--- src/rtl/fpaddsub_if.sv ---
// fpaddsub_if: start/operand request and result/flag bundle for fpaddsub.
interface fpaddsub_if #(parameter int EXP_W = 8, parameter int MAN_W = 23);
   localparam int W = 1 + EXP_W + MAN_W;
   logic start, op, done, busy, invalid, overflow;
   logic [W-1:0] a, b, sum;
   modport master (output start, op, a, b, input sum, done, busy, invalid, overflow);
   modport slave (input start, op, a, b, output sum, done, busy, invalid, overflow);
endinterface

--- src/rtl/fpaddsub.sv ---
// fpaddsub: multi-cycle IEEE-style add/subtract, flush-to-zero, round-to-nearest-even.
module fpaddsub #(parameter int EXP_W = 8, parameter int MAN_W = 23) (
   input logic clk,
   input logic reset,
   fpaddsub_if.slave bus
);
   localparam int W = 1 + EXP_W + MAN_W;
   localparam int MW = MAN_W + 4;
   localparam logic [W-1:0] QNAN = {1'b0, {EXP_W{1'b1}}, 1'b1, {(MAN_W-1){1'b0}}};
   localparam logic signed [EXP_W+1:0] EMAX = (EXP_W+2)'((1 << EXP_W) - 1);
   localparam logic signed [EXP_W+1:0] ONE = (EXP_W+2)'(1);
   typedef enum logic [2:0] {IDLE, UNPACK, ALIGN, ADD, NORM, ROUND, PACK} state_t;
   state_t state_q;
   logic [W-1:0] a_q, b_q, sum_q;
   logic op_q, done_q, busy_q, inv_q, ovf_q, sign_q, sub_q;
   logic [MW-1:0] ma_q, mb_q;
   logic [MW:0] m_q;
   logic signed [EXP_W+1:0] e_q;
   logic [EXP_W-1:0] cnt_q, cnt_d;
   logic [EXP_W-1:0] ea, eb, el, es, diff;
   logic [MAN_W-1:0] fa, fb, fr;
   logic sa, sb, a_nan, b_nan, a_inf, b_inf, a_zero, b_zero, swap, special, nan_res;
   logic [W-1:0] spec_sum;
   logic [MAN_W:0] mant;
   logic [MAN_W+1:0] mr;
   logic inc, uf, of;
   logic signed [EXP_W+1:0] ef;
   assign ea = a_q[W-2 -: EXP_W];
   assign eb = b_q[W-2 -: EXP_W];
   assign fa = a_q[MAN_W-1:0];
   assign fb = b_q[MAN_W-1:0];
   assign sa = a_q[W-1];
   assign sb = b_q[W-1] ^ op_q;
   assign a_nan = &ea && |fa;
   assign b_nan = &eb && |fb;
   assign a_inf = &ea && ~|fa;
   assign b_inf = &eb && ~|fb;
   assign a_zero = ~|ea;
   assign b_zero = ~|eb;
   assign special = a_nan | b_nan | a_inf | b_inf | a_zero | b_zero;
   assign nan_res = a_nan | b_nan | (a_inf & b_inf & (sa ^ sb));
   assign spec_sum = nan_res ? QNAN :
                     (a_inf | b_inf) ? {a_inf ? sa : sb, {EXP_W{1'b1}}, {MAN_W{1'b0}}} :
                     (a_zero & b_zero) ? {sa & sb, {(W-1){1'b0}}} :
                     a_zero ? {sb, b_q[W-2:0]} : {sa, a_q[W-2:0]};
   // Larger magnitude becomes A so the subtraction below never goes negative
   assign swap = b_q[W-2:0] > a_q[W-2:0];
   assign el = swap ? eb : ea;
   assign es = swap ? ea : eb;
   assign diff = el - es;
   assign cnt_d = (MAN_W + 3 < 2**EXP_W && diff > EXP_W'(MAN_W + 3)) ? EXP_W'(MAN_W + 3) : diff;
   assign mant = m_q[MW-1:3];
   assign inc = m_q[2] & (m_q[1] | m_q[0] | mant[0]);
   assign mr = {1'b0, mant} + (MAN_W+2)'(inc);
   assign ef = e_q + (EXP_W+2)'(mr[MAN_W+1]);
   assign fr = mr[MAN_W+1] ? mr[MAN_W:1] : mr[MAN_W-1:0];
   assign uf = ef[EXP_W+1] || ef == '0;
   assign of = ef >= EMAX;
   always_ff @(posedge clk or posedge reset) begin
      if (reset) begin
         state_q <= IDLE;
         {a_q, b_q, sum_q, op_q, done_q, busy_q, inv_q, ovf_q, sign_q, sub_q} <= '0;
         {ma_q, mb_q, m_q, e_q, cnt_q} <= '0;
      end else begin
         done_q <= 1'b0;
         case (state_q)
            IDLE: if (bus.start) begin
               a_q <= bus.a;
               b_q <= bus.b;
               op_q <= bus.op;
               inv_q <= 1'b0;
               ovf_q <= 1'b0;
               busy_q <= 1'b1;
               state_q <= UNPACK;
            end
            UNPACK: if (special) begin
               sum_q <= spec_sum;
               inv_q <= nan_res;
               done_q <= 1'b1;
               state_q <= PACK;
            end else begin
               sign_q <= swap ? sb : sa;
               sub_q <= sa ^ sb;
               e_q <= $signed({2'b00, el});
               ma_q <= {1'b1, swap ? fb : fa, 3'b000};
               mb_q <= {1'b1, swap ? fa : fb, 3'b000};
               cnt_q <= cnt_d;
               state_q <= cnt_d == '0 ? ADD : ALIGN;
            end
            ALIGN: begin
               mb_q <= {1'b0, mb_q[MW-1:2], mb_q[1] | mb_q[0]};
               cnt_q <= cnt_q - EXP_W'(1);
               if (cnt_q == EXP_W'(1)) state_q <= ADD;
            end
            ADD: begin
               m_q <= sub_q ? {1'b0, ma_q} - {1'b0, mb_q} : {1'b0, ma_q} + {1'b0, mb_q};
               state_q <= NORM;
            end
            NORM: if (m_q == '0) begin
               sum_q <= '0;
               done_q <= 1'b1;
               state_q <= PACK;
            end else if (m_q[MW]) begin
               m_q <= {1'b0, m_q[MW:2], m_q[1] | m_q[0]};
               e_q <= e_q + ONE;
            end else if (m_q[MW-1]) begin
               state_q <= ROUND;
            end else begin
               m_q <= m_q << 1;
               e_q <= e_q - ONE;
            end
            ROUND: begin
               sum_q <= uf ? {sign_q, {(W-1){1'b0}}} :
                        of ? {sign_q, {EXP_W{1'b1}}, {MAN_W{1'b0}}} : {sign_q, ef[EXP_W-1:0], fr};
               ovf_q <= !uf && of;
               done_q <= 1'b1;
               state_q <= PACK;
            end
            PACK: begin
               busy_q <= 1'b0;
               state_q <= IDLE;
            end
            default: state_q <= IDLE;
         endcase
      end
   end
   assign bus.sum = sum_q;
   assign bus.done = done_q;
   assign bus.busy = busy_q;
   assign bus.invalid = inv_q;
   assign bus.overflow = ovf_q;
endmodule

--- src/flat_wrapper.sv ---
// flat-port wrapper written by rule: the top's interface ports become plain ports
module fpaddsub_flat 
#(parameter int EXP_W = 8, parameter int MAN_W = 23)
  (clk, reset, bus_start, bus_op, bus_a, bus_b, bus_sum, bus_done, bus_busy, bus_invalid, bus_overflow);
  fpaddsub_if #(.EXP_W(EXP_W), .MAN_W(MAN_W)) bus_i ();
  input logic clk;
  input logic reset;
  input wire logic [$bits(bus_i.start)-1:0] bus_start;
  input wire logic [$bits(bus_i.op)-1:0] bus_op;
  input wire logic [$bits(bus_i.a)-1:0] bus_a;
  input wire logic [$bits(bus_i.b)-1:0] bus_b;
  output wire logic [$bits(bus_i.sum)-1:0] bus_sum;
  output wire logic [$bits(bus_i.done)-1:0] bus_done;
  output wire logic [$bits(bus_i.busy)-1:0] bus_busy;
  output wire logic [$bits(bus_i.invalid)-1:0] bus_invalid;
  output wire logic [$bits(bus_i.overflow)-1:0] bus_overflow;
  assign bus_i.start = bus_start;
  assign bus_i.op = bus_op;
  assign bus_i.a = bus_a;
  assign bus_i.b = bus_b;
  assign bus_sum = bus_i.sum;
  assign bus_done = bus_i.done;
  assign bus_busy = bus_i.busy;
  assign bus_invalid = bus_i.invalid;
  assign bus_overflow = bus_i.overflow;
  fpaddsub #(.EXP_W(EXP_W), .MAN_W(MAN_W)) u_core (.clk(clk), .reset(reset), .bus(bus_i));
endmodule
--- config.mk ---
export PLATFORM = sky130hd
export DESIGN_NAME = fpaddsub_flat
export DESIGN_NICKNAME = d
export VERILOG_FILES = /design/src/rtl/fpaddsub_if.sv /design/src/rtl/fpaddsub.sv /design/src/flat_wrapper.sv
export SDC_FILE = /design/constraint.sdc
export NUM_CORES = 1
export LEC_CHECK = 0
export BUFFER_PORTS_ARGS = -buffer_cell sky130_fd_sc_hd__buf_4
export CELL_PAD_IN_SITES_DETAIL_PLACEMENT = 0
export CELL_PAD_IN_SITES_GLOBAL_PLACEMENT = 2
export CORE_MARGIN = 2
export CORE_UTILIZATION = 41
export DETAILED_ROUTE_END_ITERATION = 6
export PLACE_DENSITY_LB_ADDON = 0.05
export SETUP_SLACK_MARGIN = 0.02
export SLEW_MARGIN = 5
export SYNTH_ARGS = -nofsm -noshare
export SYNTH_HDL_FRONTEND = slang
export SYNTH_SLANG_ARGS = --single-unit
--- constraint.sdc ---
create_clock -name clk -period 15.5 [get_ports clk]
set_input_delay 1.55 -clock clk [delete_from_list [all_inputs] [get_ports clk]]
set_output_delay 1.55 -clock clk [all_outputs]
set_load 0.005 [all_outputs]
# Word-level counts from Yosys, hierarchy flattened
# Cells that the tools add are included.
[word_totals]
output_inout_bits = 36
reg_bits = 203
elab_cells = 149
[op_classes]
n_bitwise = 18
add_sub_neg = 8
n_lt_le_gt_ge = 3
eq_ne = 16
n_mux = 48
n_reduce_logical = 39
[op_table]
columns = ["cell", "count"]
rows = [
  ["32-bit 2-to-1 mux", 6],
  ["32-bit one-hot mux with 3 select lines", 1],
  ["28-bit 2-to-1 mux", 3],
  ["23-bit 2-to-1 mux", 3],
  ["31-bit 2-to-1 mux", 2],
  ["28-bit one-hot mux with 2 select lines", 1],
  ["27-bit 2-to-1 mux", 2],
  ["27-bit one-hot mux with 2 select lines", 1],
  ["23-bit OR reduction", 2],
  ["10-bit 2-to-1 mux", 4],
  ["8-bit 2-to-1 mux", 4],
  ["31-bit > comparator", 1],
  ["27-bit by 27-bit adder with 28-bit output", 1],
  ["28-bit zero test", 1],
  ["27-bit by 27-bit subtractor with 28-bit output", 1],
  ["24-bit by 1-bit adder with 25-bit output", 1],
  ["10-bit one-hot mux with 2 select lines", 1],
  ["3-bit 2-to-1 mux", 6],
  ["3-bit one-hot mux with 6 select lines", 1],
  ["8-bit one-hot mux with 2 select lines", 1],
  ["8-bit AND reduction", 2],
  ["8-bit OR reduction", 2],
  ["2-bit AND reduction", 6],
  ["2-bit nonzero test", 6],
  ["other kinds (32)", 73],
]

# Logic depth before layout (Yosys ltp)
[logic_depth]
depth_word = 10
ltp_mapped = 21
mapped_depth_nobuf = 19

# Least setup slack after synthesis
# No wires, ideal clock.
[synth_path]
kind = "register to register"
start = "reg u_core.m_q[2]"
end = "reg u_core.sum_q[3], in the netlist u_core.bus.sum[3]"
slack_ps = 11521
stages_incl_launch_ff = 20
setup_time_ps = 119
synth_period_minus_slack_ps = 3979
required_ps = 15381
n_path_buf = 2
t_arrival_ps = 3860
cell_sequence = "dfrtp_1 -> and2_1 -> ha_1 -> nand2_1 -> nor2_1 -> and3_1 -> buf_2 -> nand3_1 -> nor4_1 -> ha_1 -> ha_1 -> nand3_1 -> xor2_1 -> or4_1 -> o31ai_1 -> nand2b_1 -> or2_0 -> clkbuf_1 -> o221ai_1 -> o21a_1"
[synth_via]
elab_chain_len = 7
word_cells_on_any_way = 13
[synth_lines]
columns = ["item", "line_no", "source"]
rows = [
  ["start: declaration", "fpaddsub.sv:17", "logic [MW:0] m_q;"],
  ["start signal: assignment", "fpaddsub.sv:96", "m_q <= sub_q ? {1'b0, ma_q} - {1'b0, mb_q} : {1'b0, ma_q} + {1'b0, mb_q};"],
  ["start signal: assignment", "fpaddsub.sv:104", "m_q <= {1'b0, m_q[MW:2], m_q[1] | m_q[0]};"],
  ["start signal: assignment", "fpaddsub.sv:109", "m_q <= m_q << 1;"],
  ["1-bit bitwise AND", "fpaddsub.sv:53", "assign inc = m_q[2] & (m_q[1] | m_q[0] | mant[0]);"],
  ["24-bit by 1-bit adder with 25-bit output", "fpaddsub.sv:54", "assign mr = {1'b0, mant} + (MAN_W+2)'(inc);"],
  ["10-bit by 1-bit adder with 10-bit output", "fpaddsub.sv:55", "assign ef = e_q + (EXP_W+2)'(mr[MAN_W+1]);"],
  ["10-bit by 9-bit >= comparator with 1-bit output or 10-bit zero test (tied branches)", "fpaddsub.sv:58, fpaddsub.sv:57", ""],
  ["31-bit 2-to-1 mux or 1-bit logical OR (tied branches)", "fpaddsub.sv:114, fpaddsub.sv:57", ""],
  ["31-bit 2-to-1 mux", "fpaddsub.sv:113", "sum_q <= uf ? {sign_q, {(W-1){1'b0}}} :"],
  ["32-bit one-hot mux with 3 select lines", "fpaddsub.sv:66", "case (state_q)"],
  ["end signal: assignment", "fpaddsub.sv:77", "sum_q <= spec_sum;"],
  ["end signal: assignment", "fpaddsub.sv:113", ""],
  ["end: declaration", "fpaddsub.sv:14", "logic [W-1:0] a_q, b_q, sum_q;"],
]
# Parallel ways exist; a longest one is shown, timed or not.
# A chain may end at the register's enable or synchronous reset.

# Worst setup path after layout
[layout_path]
start = "reg u_core.m_q[2]"
end = "reg u_core.sum_q[5], in the netlist u_core.bus.sum[5]"
# The elaborated chain is that of the path after synthesis.

==> results.yml <==
floorplanning:
  start_util_pct: 41.7
  ioPinCount: 104
  die_x_um: 192
  fp.dieArea_sq_um: 36700
  core_area_sq_um: 34600
  fp.dieH_um: 192
  row_count: 68
final_layout:
  antennaDiodeCount: 0
  layout_common_cells: "dfrtp_1 (203), nand2_1 (171), a21oi_1 (168)"
  layout-drive-gt1-share_pct: 13.2
  fin_area_sq_um: 16400
  final_common_cell: "dfrtp_1"
  fin_nets: 1922
  area_growth_pct: 13.5
worst_setup_path:
  cp-end-kind: "register"
  crit_path_max_fanout: 11
  path_class: "register to register"
  startpoint_type: "register"
  worstPathArrival_ns: 5.18
  r2r_end: "u_core.bus.sum[5]"
  r2r.worst_path.cells: 18
  crit_required_ns: 15.96
  rrSetupSlack_ns: 10.78
  r2r-start: "u_core.m_q[2]"
place:
  gp_congestion: 0.927
  dpl.hpwl_mm: 36.8
  port_buffers: 103
  dpl_cell_area_sq_um: 15500
global_routing:
  gr-total-overflow: 0
  grt_use_met1_pct: 41.9
  grt_max_degree: 99
  grt_pass1_wl_mm: 75.3
  first_global_vias: 12200
  busiest_layer: "met1"
  use_met3_pct: 4.66
  grt_antenna_before_repair: 1
  grt_util_met2_pct: 38.6
  grt_util_all_layers_pct: 26.9
timing:
  fmax_mhz: 212
  skew_ns: 0.0295
  rsz0062_at_grt: "no"
  setup_viol: 0
  period_share_pct: 30.5
  tns_ns: 0
  slew_violations: 0
  min_period_ns: 4.72
  finalHoldViolations: 0
  slew_headroom_pct: 26.1
  worst_pin_slew_ns: 1.11
route:
  first_pass_iters: 5
  drt_iter0_markers: 921
  drc: 0
  ant_nets: 0
  routed_wl_mm: 49.2
  post_drt_wl_per_cell_um: 22.1
  viasPerCell: 5.76
  vias: 12800
clocking:
  insertion_delay_ns: 0.58
  path_clk_slew_ns: 0.06
  clock-sinks: 203
  h-tree-depth: 1
  cts_buffers: 27
  cts_resized: 0
  cts_hold_buf: 0
  cts_root_buf: "clkbuf_16"
  cts_setup_buffers: 0
  clock_path_buffers: 3
  cts_tree: "built"
synthesis:
  yosys-top-cells-area: "dfrtp_1 (35%), ha_1 (8.2%), a21oi_1 (5.8%), o21ai_0 (5.5%), nand2_1 (4.4%)"
  syn_area_sq_um: 14400
  yosysSeqAreaShare_pct: 35.2
  synthCells: 1721
  syn_nets: 1886
  yosysUniqueCellTypes: 90
  ys.warnings.count: 0
  synth_top_area_cell: "dfrtp_1"
  synthArstFlopShare_pct: 100
  synth_top_cell_area_share_pct: 35.2
  syn_avg_cell_area_sq_um: 8.39
  synth-main-ff-cell: "dfrtp_1"
  synth_edf_count: 0
  ys_ff_latch: 203
worst_hold_path:
  min_path_type: "register to register"
  hold_path.startpoint: "u_core.sign_q"
  hold_path_end: "u_core.sign_q"
  hold_depth: 2
job:
  drv_cap: 0
outcome:
  status: "finished clean"
[kinds of logic after synthesis]
logic type / after synthesis / synth area share [%]
AO/OA/AOI/OAI: 554 / 24.0
AND/OR/NAND/NOR: 517 / 16.9
buffers and inverters: 209 / 5.86
flip-flops: 203 / 35.2
adder cells (fa/ha/maj): 97 / 8.51
multiplexers: 82 / 5.99
XOR/XNOR: 59 / 3.58
[worst max path at each step]
stage                       start  slack (ns)                end  cells past startpoint
floorplan                   reset        8.41      u_core.a_q[0]                      1
global placement    u_core.m_q[2]       10.90  u_core.bus.sum[5]                     18
detailed placement  u_core.m_q[2]       10.81  u_core.bus.sum[3]                     18
CTS                 u_core.m_q[2]       10.80  u_core.bus.sum[5]                     18
global route        u_core.m_q[2]       10.26  u_core.bus.sum[5]                     18
finish              u_core.m_q[2]       10.78  u_core.bus.sum[5]                     18
[state kept, by name (all words and copies together) (netlist names), 3 cells and up]
name	cells
u_core.ma_q	24
u_core.mb_q	27
u_core.b_q	32
u_core.m_q	28
u_core.state_q	3
u_core.bus.sum	32
u_core.cnt_q	8
u_core.a_q	32
u_core.e_q	10
[worst max-delay path: stages, from the launching register on]
cell and delay [ns]:
dfrtp_1 0.44, and2_1 0.18, ha_1 0.20, nand2_1 0.07
nor2_1 0.17, and3_1 0.32, nand3_1 0.11, nor4_1 0.20
buf_4 0.18, ha_1 0.18, ha_1 0.26, nand3_1 0.12
xor2_1 0.18, or4_1 0.49, o31ai_1 0.37, nand2b_1 0.39
or2_0 0.43, o221ai_1 0.19, o21a_1 0.16
[through the flow]
step           utilization [%]  hold slack [ns]  setup slack [ns]  cells
2_1_floorplan                -            0.450              8.41   1721
3_3_place_gp              44.7            0.470             10.90   2183
3_5_place_dp              44.7            0.471             10.81   2183
4_1_cts                   47.3            0.484             10.80   2230
5_1_grt                   47.3            0.506             10.26   2230
6_report                  47.3            0.483             10.78   2230
[metal layers]
metal  vias up  share of wire (%)
li1       6282                  -
met1      6191                 51
met2       319                 41
met3        47                5.7
met4         2                2.1
met5         -              0.026
[cell type report]
type	instances	area (sq um)
fill	3396	18200
multi-input combinational	1309	8540
sequential	203	5080
timing repair buffer	120	901
clock buffer	32	724
tap	455	569
inverter	96	368
clock inverter	15	203
[Yosys cell counts (all sizes together), types with 35 or more instances]
library cell,instances
dfrtp,203
nand2,173
a21oi,168
o21ai,166
nor2,144
ha,95
inv,95
clkbuf,80
mux2i,47
nand3,45
xnor2,37
mux2,35
Power is left out: the tool's default activity adds up to more than one toggle a clock period on the data nets, which glitch-free logic cannot reach.
